<file path="src/rtl/hazard_ctrl_if.sv">
`default_nettype none
// ============================================================================
// Module   : hazard_ctrl_if
// Purpose  : Hazard-event inputs and pipeline stall/flush controls.
// Revision : 1.0
// ============================================================================
interface hazard_ctrl_if #(
    parameter int CNT_W = 16
);
    logic             IDEX_MemRead;
    logic [2:0]       IDEX_WR;
    logic [2:0]       IFID_Rs;
    logic [2:0]       IFID_Rt;
    logic             IFID_RsValid;
    logic             IFID_RtValid;
    logic             BranchTaken_EX;
    logic             Halt_EX;
    logic             IMemStall;
    logic             DMemStall;
    logic             PCWrite_En;
    logic             IFID_En;
    logic             IFID_Flush;
    logic             IDEX_En;
    logic             IDEX_Flush;
    logic             EXMEM_En;
    logic             MEMWB_En;
    logic             MEMWB_Bubble;
    logic             Halted;
    logic [CNT_W-1:0] StallCnt;

    // Pipeline side: raises events, consumes the controls.
    modport master (
        output IDEX_MemRead, IDEX_WR, IFID_Rs, IFID_Rt, IFID_RsValid, IFID_RtValid,
               BranchTaken_EX, Halt_EX, IMemStall, DMemStall,
        input  PCWrite_En, IFID_En, IFID_Flush, IDEX_En, IDEX_Flush,
               EXMEM_En, MEMWB_En, MEMWB_Bubble, Halted, StallCnt
    );

    // Sequencer side.
    modport slave (
        input  IDEX_MemRead, IDEX_WR, IFID_Rs, IFID_Rt, IFID_RsValid, IFID_RtValid,
               BranchTaken_EX, Halt_EX, IMemStall, DMemStall,
        output PCWrite_En, IFID_En, IFID_Flush, IDEX_En, IDEX_Flush,
               EXMEM_En, MEMWB_En, MEMWB_Bubble, Halted, StallCnt
    );
endinterface
`default_nettype wire

</file>
<file path="src/rtl/hazard_ctrl.sv">
`default_nettype none
// ============================================================================
// Module   : hazard_ctrl
// Purpose  : Stall/flush sequencer and HALT drain for the 5-stage pipeline.
// Revision : 1.0
// ============================================================================
module hazard_ctrl #(
    parameter int DRAIN_CYCLES = 3,
    parameter int CNT_W        = 16
) (
    input  logic          clk,
    input  logic          rst,
    hazard_ctrl_if.slave  hz
);
    localparam int DRAIN_W = (DRAIN_CYCLES > 1) ? $clog2(DRAIN_CYCLES) : 1;
    localparam logic [DRAIN_W-1:0] DRAIN_LAST = DRAIN_W'(DRAIN_CYCLES - 1);

    typedef enum logic [1:0] {
        ST_RUN    = 2'd0,
        ST_DRAIN  = 2'd1,
        ST_HALTED = 2'd2
    } state_t;

    state_t             state_q, state_d;
    logic [DRAIN_W-1:0] drain_q, drain_d;
    logic [CNT_W-1:0]   stall_cnt_q, stall_cnt_d;
    logic               halted_q, halted_d;

    logic w_pc_we, w_ifid_en, w_ifid_fl, w_idex_en, w_idex_fl;
    logic w_exmem_en, w_memwb_en, w_memwb_bub;
    logic w_load_use, w_stall_inc;

    assign w_load_use = hz.IDEX_MemRead &
                        ((hz.IFID_RsValid & (hz.IFID_Rs == hz.IDEX_WR)) |
                         (hz.IFID_RtValid & (hz.IFID_Rt == hz.IDEX_WR)));

    always_comb begin
        state_d     = state_q;
        drain_d     = drain_q;
        w_pc_we     = 1'b1;
        w_ifid_en   = 1'b1;
        w_ifid_fl   = 1'b0;
        w_idex_en   = 1'b1;
        w_idex_fl   = 1'b0;
        w_exmem_en  = 1'b1;
        w_memwb_en  = 1'b1;
        w_memwb_bub = 1'b0;

        case (state_q)
            ST_RUN: begin
                if (hz.DMemStall) begin
                    // Whole pipe freezes; WB is bubbled so a write is not repeated.
                    w_pc_we = 1'b0; w_ifid_en = 1'b0; w_idex_en = 1'b0;
                    w_exmem_en = 1'b0; w_memwb_en = 1'b0; w_memwb_bub = 1'b1;
                end else if (hz.BranchTaken_EX) begin
                    w_ifid_fl = 1'b1;
                    w_idex_fl = 1'b1;
                end else begin
                    if (w_load_use) begin
                        w_pc_we = 1'b0; w_ifid_en = 1'b0; w_idex_fl = 1'b1;
                    end else if (hz.IMemStall) begin
                        w_pc_we = 1'b0; w_ifid_fl = 1'b1;
                    end
                    if (hz.Halt_EX) begin
                        state_d = ST_DRAIN;
                        drain_d = '0;
                    end
                end
            end
            ST_DRAIN: begin
                if (hz.DMemStall) begin
                    w_pc_we = 1'b0; w_ifid_en = 1'b0; w_idex_en = 1'b0;
                    w_exmem_en = 1'b0; w_memwb_en = 1'b0; w_memwb_bub = 1'b1;
                end else begin
                    w_pc_we = 1'b0; w_ifid_fl = 1'b1; w_idex_fl = 1'b1;
                    if (drain_q == DRAIN_LAST) begin
                        state_d = ST_HALTED;
                    end else begin
                        drain_d = drain_q + DRAIN_W'(1);
                    end
                end
            end
            default: begin
                w_pc_we = 1'b0; w_ifid_en = 1'b0; w_idex_en = 1'b0;
                w_exmem_en = 1'b0; w_memwb_en = 1'b0; w_memwb_bub = 1'b1;
            end
        endcase
    end

    assign w_stall_inc = (state_q != ST_HALTED) & (~w_pc_we | hz.DMemStall);
    assign stall_cnt_d = (w_stall_inc && (stall_cnt_q != {CNT_W{1'b1}}))
                         ? stall_cnt_q + CNT_W'(1) : stall_cnt_q;
    assign halted_d    = (state_d == ST_HALTED);

    always_ff @(posedge clk) begin
        if (rst) begin
            state_q     <= ST_RUN;
            drain_q     <= '0;
            stall_cnt_q <= '0;
            halted_q    <= 1'b0;
        end else begin
            state_q     <= state_d;
            drain_q     <= drain_d;
            stall_cnt_q <= stall_cnt_d;
            halted_q    <= halted_d;
        end
    end

    assign hz.PCWrite_En   = w_pc_we;
    assign hz.IFID_En      = w_ifid_en;
    assign hz.IFID_Flush   = w_ifid_fl;
    assign hz.IDEX_En      = w_idex_en;
    assign hz.IDEX_Flush   = w_idex_fl;
    assign hz.EXMEM_En     = w_exmem_en;
    assign hz.MEMWB_En     = w_memwb_en;
    assign hz.MEMWB_Bubble = w_memwb_bub;
    assign hz.Halted       = halted_q;
    assign hz.StallCnt     = stall_cnt_q;
endmodule
`default_nettype wire

</file>
<file path="src/flat_wrapper.sv">
// flat-port wrapper written by rule: the top's interface ports become plain ports
module hazard_ctrl_flat 
#(
    parameter int DRAIN_CYCLES = 3,
    parameter int CNT_W        = 16
)
  (clk, rst, hz_IDEX_MemRead, hz_IDEX_WR, hz_IFID_Rs, hz_IFID_Rt, hz_IFID_RsValid, hz_IFID_RtValid, hz_BranchTaken_EX, hz_Halt_EX, hz_IMemStall, hz_DMemStall, hz_PCWrite_En, hz_IFID_En, hz_IFID_Flush, hz_IDEX_En, hz_IDEX_Flush, hz_EXMEM_En, hz_MEMWB_En, hz_MEMWB_Bubble, hz_Halted, hz_StallCnt);
  hazard_ctrl_if #(.CNT_W(CNT_W)) hz_i ();
  input  logic clk;
  input  logic rst;
  input wire logic [$bits(hz_i.IDEX_MemRead)-1:0] hz_IDEX_MemRead;
  input wire logic [$bits(hz_i.IDEX_WR)-1:0] hz_IDEX_WR;
  input wire logic [$bits(hz_i.IFID_Rs)-1:0] hz_IFID_Rs;
  input wire logic [$bits(hz_i.IFID_Rt)-1:0] hz_IFID_Rt;
  input wire logic [$bits(hz_i.IFID_RsValid)-1:0] hz_IFID_RsValid;
  input wire logic [$bits(hz_i.IFID_RtValid)-1:0] hz_IFID_RtValid;
  input wire logic [$bits(hz_i.BranchTaken_EX)-1:0] hz_BranchTaken_EX;
  input wire logic [$bits(hz_i.Halt_EX)-1:0] hz_Halt_EX;
  input wire logic [$bits(hz_i.IMemStall)-1:0] hz_IMemStall;
  input wire logic [$bits(hz_i.DMemStall)-1:0] hz_DMemStall;
  output wire logic [$bits(hz_i.PCWrite_En)-1:0] hz_PCWrite_En;
  output wire logic [$bits(hz_i.IFID_En)-1:0] hz_IFID_En;
  output wire logic [$bits(hz_i.IFID_Flush)-1:0] hz_IFID_Flush;
  output wire logic [$bits(hz_i.IDEX_En)-1:0] hz_IDEX_En;
  output wire logic [$bits(hz_i.IDEX_Flush)-1:0] hz_IDEX_Flush;
  output wire logic [$bits(hz_i.EXMEM_En)-1:0] hz_EXMEM_En;
  output wire logic [$bits(hz_i.MEMWB_En)-1:0] hz_MEMWB_En;
  output wire logic [$bits(hz_i.MEMWB_Bubble)-1:0] hz_MEMWB_Bubble;
  output wire logic [$bits(hz_i.Halted)-1:0] hz_Halted;
  output wire logic [$bits(hz_i.StallCnt)-1:0] hz_StallCnt;
  assign hz_i.IDEX_MemRead = hz_IDEX_MemRead;
  assign hz_i.IDEX_WR = hz_IDEX_WR;
  assign hz_i.IFID_Rs = hz_IFID_Rs;
  assign hz_i.IFID_Rt = hz_IFID_Rt;
  assign hz_i.IFID_RsValid = hz_IFID_RsValid;
  assign hz_i.IFID_RtValid = hz_IFID_RtValid;
  assign hz_i.BranchTaken_EX = hz_BranchTaken_EX;
  assign hz_i.Halt_EX = hz_Halt_EX;
  assign hz_i.IMemStall = hz_IMemStall;
  assign hz_i.DMemStall = hz_DMemStall;
  assign hz_PCWrite_En = hz_i.PCWrite_En;
  assign hz_IFID_En = hz_i.IFID_En;
  assign hz_IFID_Flush = hz_i.IFID_Flush;
  assign hz_IDEX_En = hz_i.IDEX_En;
  assign hz_IDEX_Flush = hz_i.IDEX_Flush;
  assign hz_EXMEM_En = hz_i.EXMEM_En;
  assign hz_MEMWB_En = hz_i.MEMWB_En;
  assign hz_MEMWB_Bubble = hz_i.MEMWB_Bubble;
  assign hz_Halted = hz_i.Halted;
  assign hz_StallCnt = hz_i.StallCnt;
  hazard_ctrl #(.DRAIN_CYCLES(DRAIN_CYCLES), .CNT_W(CNT_W)) u_core (.clk(clk), .rst(rst), .hz(hz_i));
endmodule
</file>
<file path="config.mk">
export PLATFORM = sky130hd
export DESIGN_NAME = hazard_ctrl_flat
export DESIGN_NICKNAME = d
export VERILOG_FILES = /design/src/rtl/hazard_ctrl_if.sv /design/src/rtl/hazard_ctrl.sv /design/src/flat_wrapper.sv
export SDC_FILE = /design/constraint.sdc
export NUM_CORES = 1
export LEC_CHECK = 0
export BUFFER_PORTS_ARGS = -buffer_cell sky130_fd_sc_hd__buf_2
export CAP_MARGIN = 5
export CORE_MARGIN = 2
export CORE_UTILIZATION = 35
export CTS_CLUSTER_DIAMETER = 100
export DETAILED_ROUTE_END_ITERATION = 10
export PLACE_DENSITY = 0.62
export SKIP_CTS_REPAIR_TIMING = 1
export SYNTH_ARGS = -nofsm -noshare
export SYNTH_HDL_FRONTEND = slang
export SYNTH_SLANG_ARGS = --single-unit
</file>
<file path="constraint.sdc">
create_clock -name clk -period 4.4 [get_ports clk]
set_clock_uncertainty 0.05 [all_clocks]
set_input_delay 0.66 -clock clk [delete_from_list [all_inputs] [get_ports clk]]
set_output_delay 0.66 -clock clk [all_outputs]
set_load 0.02 [all_outputs]
</file>
**Word-level counts from Yosys, hierarchy flattened**

Cells that the tools add are included.

- Register bits after elaboration: 21
- Output and inout port bits: 25
- Input port bits: 18

- Eq/ne operators: 12
- Bitwise gates (word level): 7
- Reductions and logical operators: 5
- Add/subtract/negate cells: 2
- Mux-type cells: 34

Operators by type and width:

| operator | count |
|---|---|
| two-way mux 2 bit | 10 |
| two-way mux 1 bit | 19 |
| adder 16 x 1 -> 16 bit (second input constant) | 1 |
| != test 16 bit (second input constant) | 1 |
| != test 2 bit (second input constant) | 6 |
| case mux 2 bit (2 select lines) | 2 |
| equality test 3 bit | 2 |
| case mux 1 bit (2 select lines) | 3 |
| AND reduction 6 bit | 1 |
| AND 1 bit | 4 |
| equality test 2 bit (second input constant) | 2 |
| adder 2 x 1 -> 2 bit (second input constant) | 1 |
| equality test 2 x 1 -> 1 bit (second input constant) | 1 |
| logical NOT 2 bit | 1 |
| OR 1 bit | 2 |
| nonzero test 2 bit | 1 |
| OR reduction 2 bit | 1 |
| logical AND 1 bit | 1 |
| NOT 1 bit | 1 |

**Logic depth before layout (Yosys ltp)**

- Depth in word-level cells: 12
- Gate-level depth with buffers: 9
- Mapped depth without buffers: 7

**Least setup slack after synthesis**

Ideal clock, no wire load.

- Path kind: input-to-output
- From: in hz_DMemStall
- To: out hz_IFID_Flush
- Arrival: 2.171 ns
- Setup slack: 1.519 ns
- Cell stages on the path: 4
- Path through: nor2_1 > inv_2 > a31oi_1 > o31a_1

- Longest elaborated chain between the ends: 2
- Elaborated cells on any way between the ends: 3
- Those cells by class: mux (3)

Ends and longest elaborated chain:

| element | line | text |
|---|---|---|
| start, declared | flat_wrapper.sv:20 | `input wire logic [$bits(hz_i.DMemStall)-1:0] hz_DMemStall;` |
| two-way mux 1 bit (on tied branches) | hazard_ctrl.sv:71, hazard_ctrl.sv:51 |  |
| case mux 1 bit (2 select lines) * | hazard_ctrl.sv:49 | `case (state_q)` |
| end, declared | flat_wrapper.sv:23 | `output wire logic [$bits(hz_i.IFID_Flush)-1:0] hz_IFID_Flush;` |

Mark *: on every way between the ends. The rest lies on a longest branch, timed or not.

**Worst setup path after layout**

- From: reg u_core.stall_cnt_q[6], in the netlist u_core.hz.StallCnt[6]
- To: reg u_core.stall_cnt_q[11], in the netlist u_core.hz.StallCnt[11]

- Longest elaborated chain between the ends: 2
- Elaborated cells on any way between the ends: 3
- Those cells by class: add/sub (1); eq/ne (1); reduce/logical (1)

Ends and longest elaborated chain:

| element | line | text |
|---|---|---|
| start, declared | hazard_ctrl.sv:26 | `logic [CNT_W-1:0] stall_cnt_q, stall_cnt_d;` |
| start signal, assigned | hazard_ctrl.sv:104 | `stall_cnt_q <= stall_cnt_d;` |
| parallel branches: the longest is 2 deep, another holds adder 16 x 1 -> 16 bit | -- |  |

Several ways; the timed one is not identified.
A chain may end at the register's enable or synchronous reset.

==> summary.md <==
| Metric | Value |
|---|---|
| Sequential area share after synthesis | `35.44%` |
| TNS Setup | `0 ns` |
| Highest layer used for signal routing | `met4` |
| Commonest cells in the netlist | `dfxtp_1 (21), nor2_1 (14), a21oi_1 (11), nand2_1 (10), xnor2_1 (7)` |
| Hold Crit Class | `reg -> reg` |
| M1 WL | `1316 um` |
| GRT Total Usage | `about 14%` |
| Slew margin rel. | `approximately 52%` |
| Yosys reg bits | `21` |
| Crit path time final | `2.661 ns` |
| Die Wd | `62.22 um` |
| Status | `completed` |
| Core area | `3284 um^2` |
| Pin count of the biggest net entering global routing | `24` |
| PortBufs | `42` |
| Total die area | `around 3900 um^2` |
| Top-count cell post-synth | `dfxtp_1` |
| Filler cells | `about 340` |
| Syn Nets | `~160` |
| CP max FO | `20` |
| Total Nets Final | `~200` |
| Final period utilization | `roughly three fifths` |
| WL met2 | `1264 um` |
| Share of cells above drive strength 1 | `27.62%` |
| Unrepaired setup endpoints after global routing | `false` |
| CTS Root Cell | `clkbuf_4` |
| HPWL Detailed | `roughly 2100 um` |
| Die Span Y | `slightly above 60 um` |
| Starting Density | `36.11%` |
| Cells after Synth | `between 100 and 150` |
| Final Hold Viols | `0` |
| Number of global-route vias before repair | `~1100` |
| Drt first pass iters | `4` |
| Largest cells by area after synthesis | `dfxtp_1 (35%), xnor2_1 (5.2%), a21oi_1 (4.6%), nor2_1 (4.4%), nand2_1 (3.2%)` |
| Max IR drop VDD | `about 0.16 mV` |
| Total of max-cap violations | `0` |
| Top FF cell, synth | `dfxtp_1` |
| Placer congestion estimate | `0.7875` |
| Async set-reset flop share out of synthesis | `0%` |
| Number of flops mapped to enable cells by yosys | `0` |
| Mapped Area | `about 1200 um^2` |
| Placed insts | `between 200 and 250` |
| Via-to-Cell Ratio | `5.251` |
| Clk Latency, worst-skew pair | `0.30 ns` |
| Layout Cells excl Fill | `between 200 and 250` |
| Final hold slack | `between 0.4 and 0.5 ns` |
| Synth-to-layout area growth | `20.89%` |
| CTS H-tree depth | `1` |
| TritonCTS buffer count | `3` |
| Final setup fails | `0` |
| Clock-pin slew on the worst setup and hold paths | `~0.12 ns` |
| Crit start category | `flip-flop` |
| IO Pins | `43` |
| TritonCTS clock tree | `yes` |
| DR iter-0 viols | `33` |
| DR DRC count | `0` |
| CP Capture Type | `flip-flop` |
| Share of the synthesized area in the top cell type | `a little over a third` |
| Row Count | `21` |
| Power per cell area | `248.4 nW/um^2` |
| First-pass GRT wire length | `roughly 4600 um` |
| Longest Clk Path Bufs | `2` |
| Routed wl met3 | `~170 um` |
| Max Slew Vio Count | `0` |
| Max incr delay on CP | `0.61 ns` |
| WL per Instance | `12.23 um` |
| Distinct cell type count after synthesis | `39` |
| Critical Path RT | `about 4.6 ns` |
| Fmax | `375.8 MHz` |
| Diode count | `0` |
| Setup CP Type | `reg -> reg` |
| WL final | `between 2000 and 3000 um` |
| CP max-delay cell | `nor2_2` |
| TritonCTS sink count | `21` |
| CP arrival | `between 2 and 3 ns` |
| Aggregate global routing overflow | `0` |
| Initial antenna violation count | `0` |
| Synth warnings | `0` |
| Worst Max-Slew Pin Slew | `between 0.7 and 0.8 ns` |
| Syn_area_per_cell | `between 8 and 9 um^2` |
| Vias post-DR | `1192` |
| Post-synth top area cell | `dfxtp_1` |
| Crit path cell chain | `nand4_1, nor4_2, nor3_1, nor2_2, nor4_1, mux2_1` |
| Pleak | `between 0.5 and 0.6 nW` |
| Post-route ant nets | `0` |
## cells in the final DEF, fill, tap and decap left out, types with 2 or more instances in the layout
cell type,instances
mux2_1,2
nand4_1,6
nand3_1,6
nor4_1,2
buf_2,42
inv_1,4
or4_1,5
a31oi_1,4
mux2i_1,2
nor2b_1,5
nand2_1,10
nor2_1,14
or3_1,4
dfxtp_1,21
ha_1,2
a21oi_1,11
clkbuf_4,3
nor3_1,2
xnor2_1,7
o21ai_0,5
o31ai_1,5
xor2_1,3
## per-stage QoR
| step | instance area, um^2 | setup slack [ns] | total power (W) | util [%] |
|---|---|---|---|---|
| 6_report | 1434 | 1.739 | 0.0003561 | 43.66 |
| 5_1_grt | 1434 | 1.494 | 0.0003772 | 43.66 |
| 4_1_cts | 1434 | 1.758 | 0.0003614 | 43.66 |
| 3_5_place_dp | 1408 | 1.460 | 0.0002672 | 42.86 |
| 3_3_place_gp | 1408 | 1.599 | 0.0002652 | 42.86 |
| 2_1_floorplan | 1186 | 1.519 | 0.0002474 | - |
## cells by family (layout without fill, tap and decap cells)
logic type,count (synthesis),count (layout),share of synthesized area [%]
AOI/OAI and AO/OA,33,33,18.88
xor gates and xnor gates,10,10,7.384
adders and majority gates,2,2,2.109
buffers and inverters,12,51,5.484
DFF,21,21,35.44
muxes,4,4,3.586
and+or+nand+nor,60,60,27.11
## state kept, by name, indices dropped and copies added, names as in the netlist
name                count
u_core.state_q          2
u_core.hz.Halted        1
u_core.hz.StallCnt     16
u_core.drain_q          2
## final timing paths
kind,cells after the start,slack (ns),from,to
hold reg to reg,2,0.43,u_core.drain_q[1],u_core.drain_q[1]
setup / recovery,6,1.74,u_core.hz.StallCnt[6],u_core.hz.StallCnt[11]
hold / removal,2,0.43,u_core.drain_q[1],u_core.drain_q[1]
setup reg to reg,6,1.74,u_core.hz.StallCnt[6],u_core.hz.StallCnt[11]
## where the power goes
group          internal, W  leakage (nW)  switching, W   total, W
clock network    0.0000353        0.0150     0.0000579  0.0000932
registers         0.000194         0.170    0.00000633   0.000200
logic            0.0000242         0.386     0.0000384  0.0000626
## layout make-up
cell class	count	area (um^2)	share of cell area (%)
clock buffer	4	26.28	1.832
tap	46	57.56	4.014
timing repair buffer	42	210.2	14.66
inverter	5	18.77	1.309
sequential	21	420.4	29.32
multi-input combinational	109	700.7	48.87
## per-layer routing
metal | track usage (%) | vias to the layer above
li1 | - | 598
met1 | 18.47 | 545
met2 | 24.05 | 45
met3 | 2.536 | 4
met4 | 4.722 | 0
met5 | 0 | -
## worst max-delay path, delay by kind of cell (launching register included)
family,cells,cell delay (ns)
simple gates,5,1.72
flops,1,0.45
mux,1,0.34
Power figures use the tool's default switching activity.
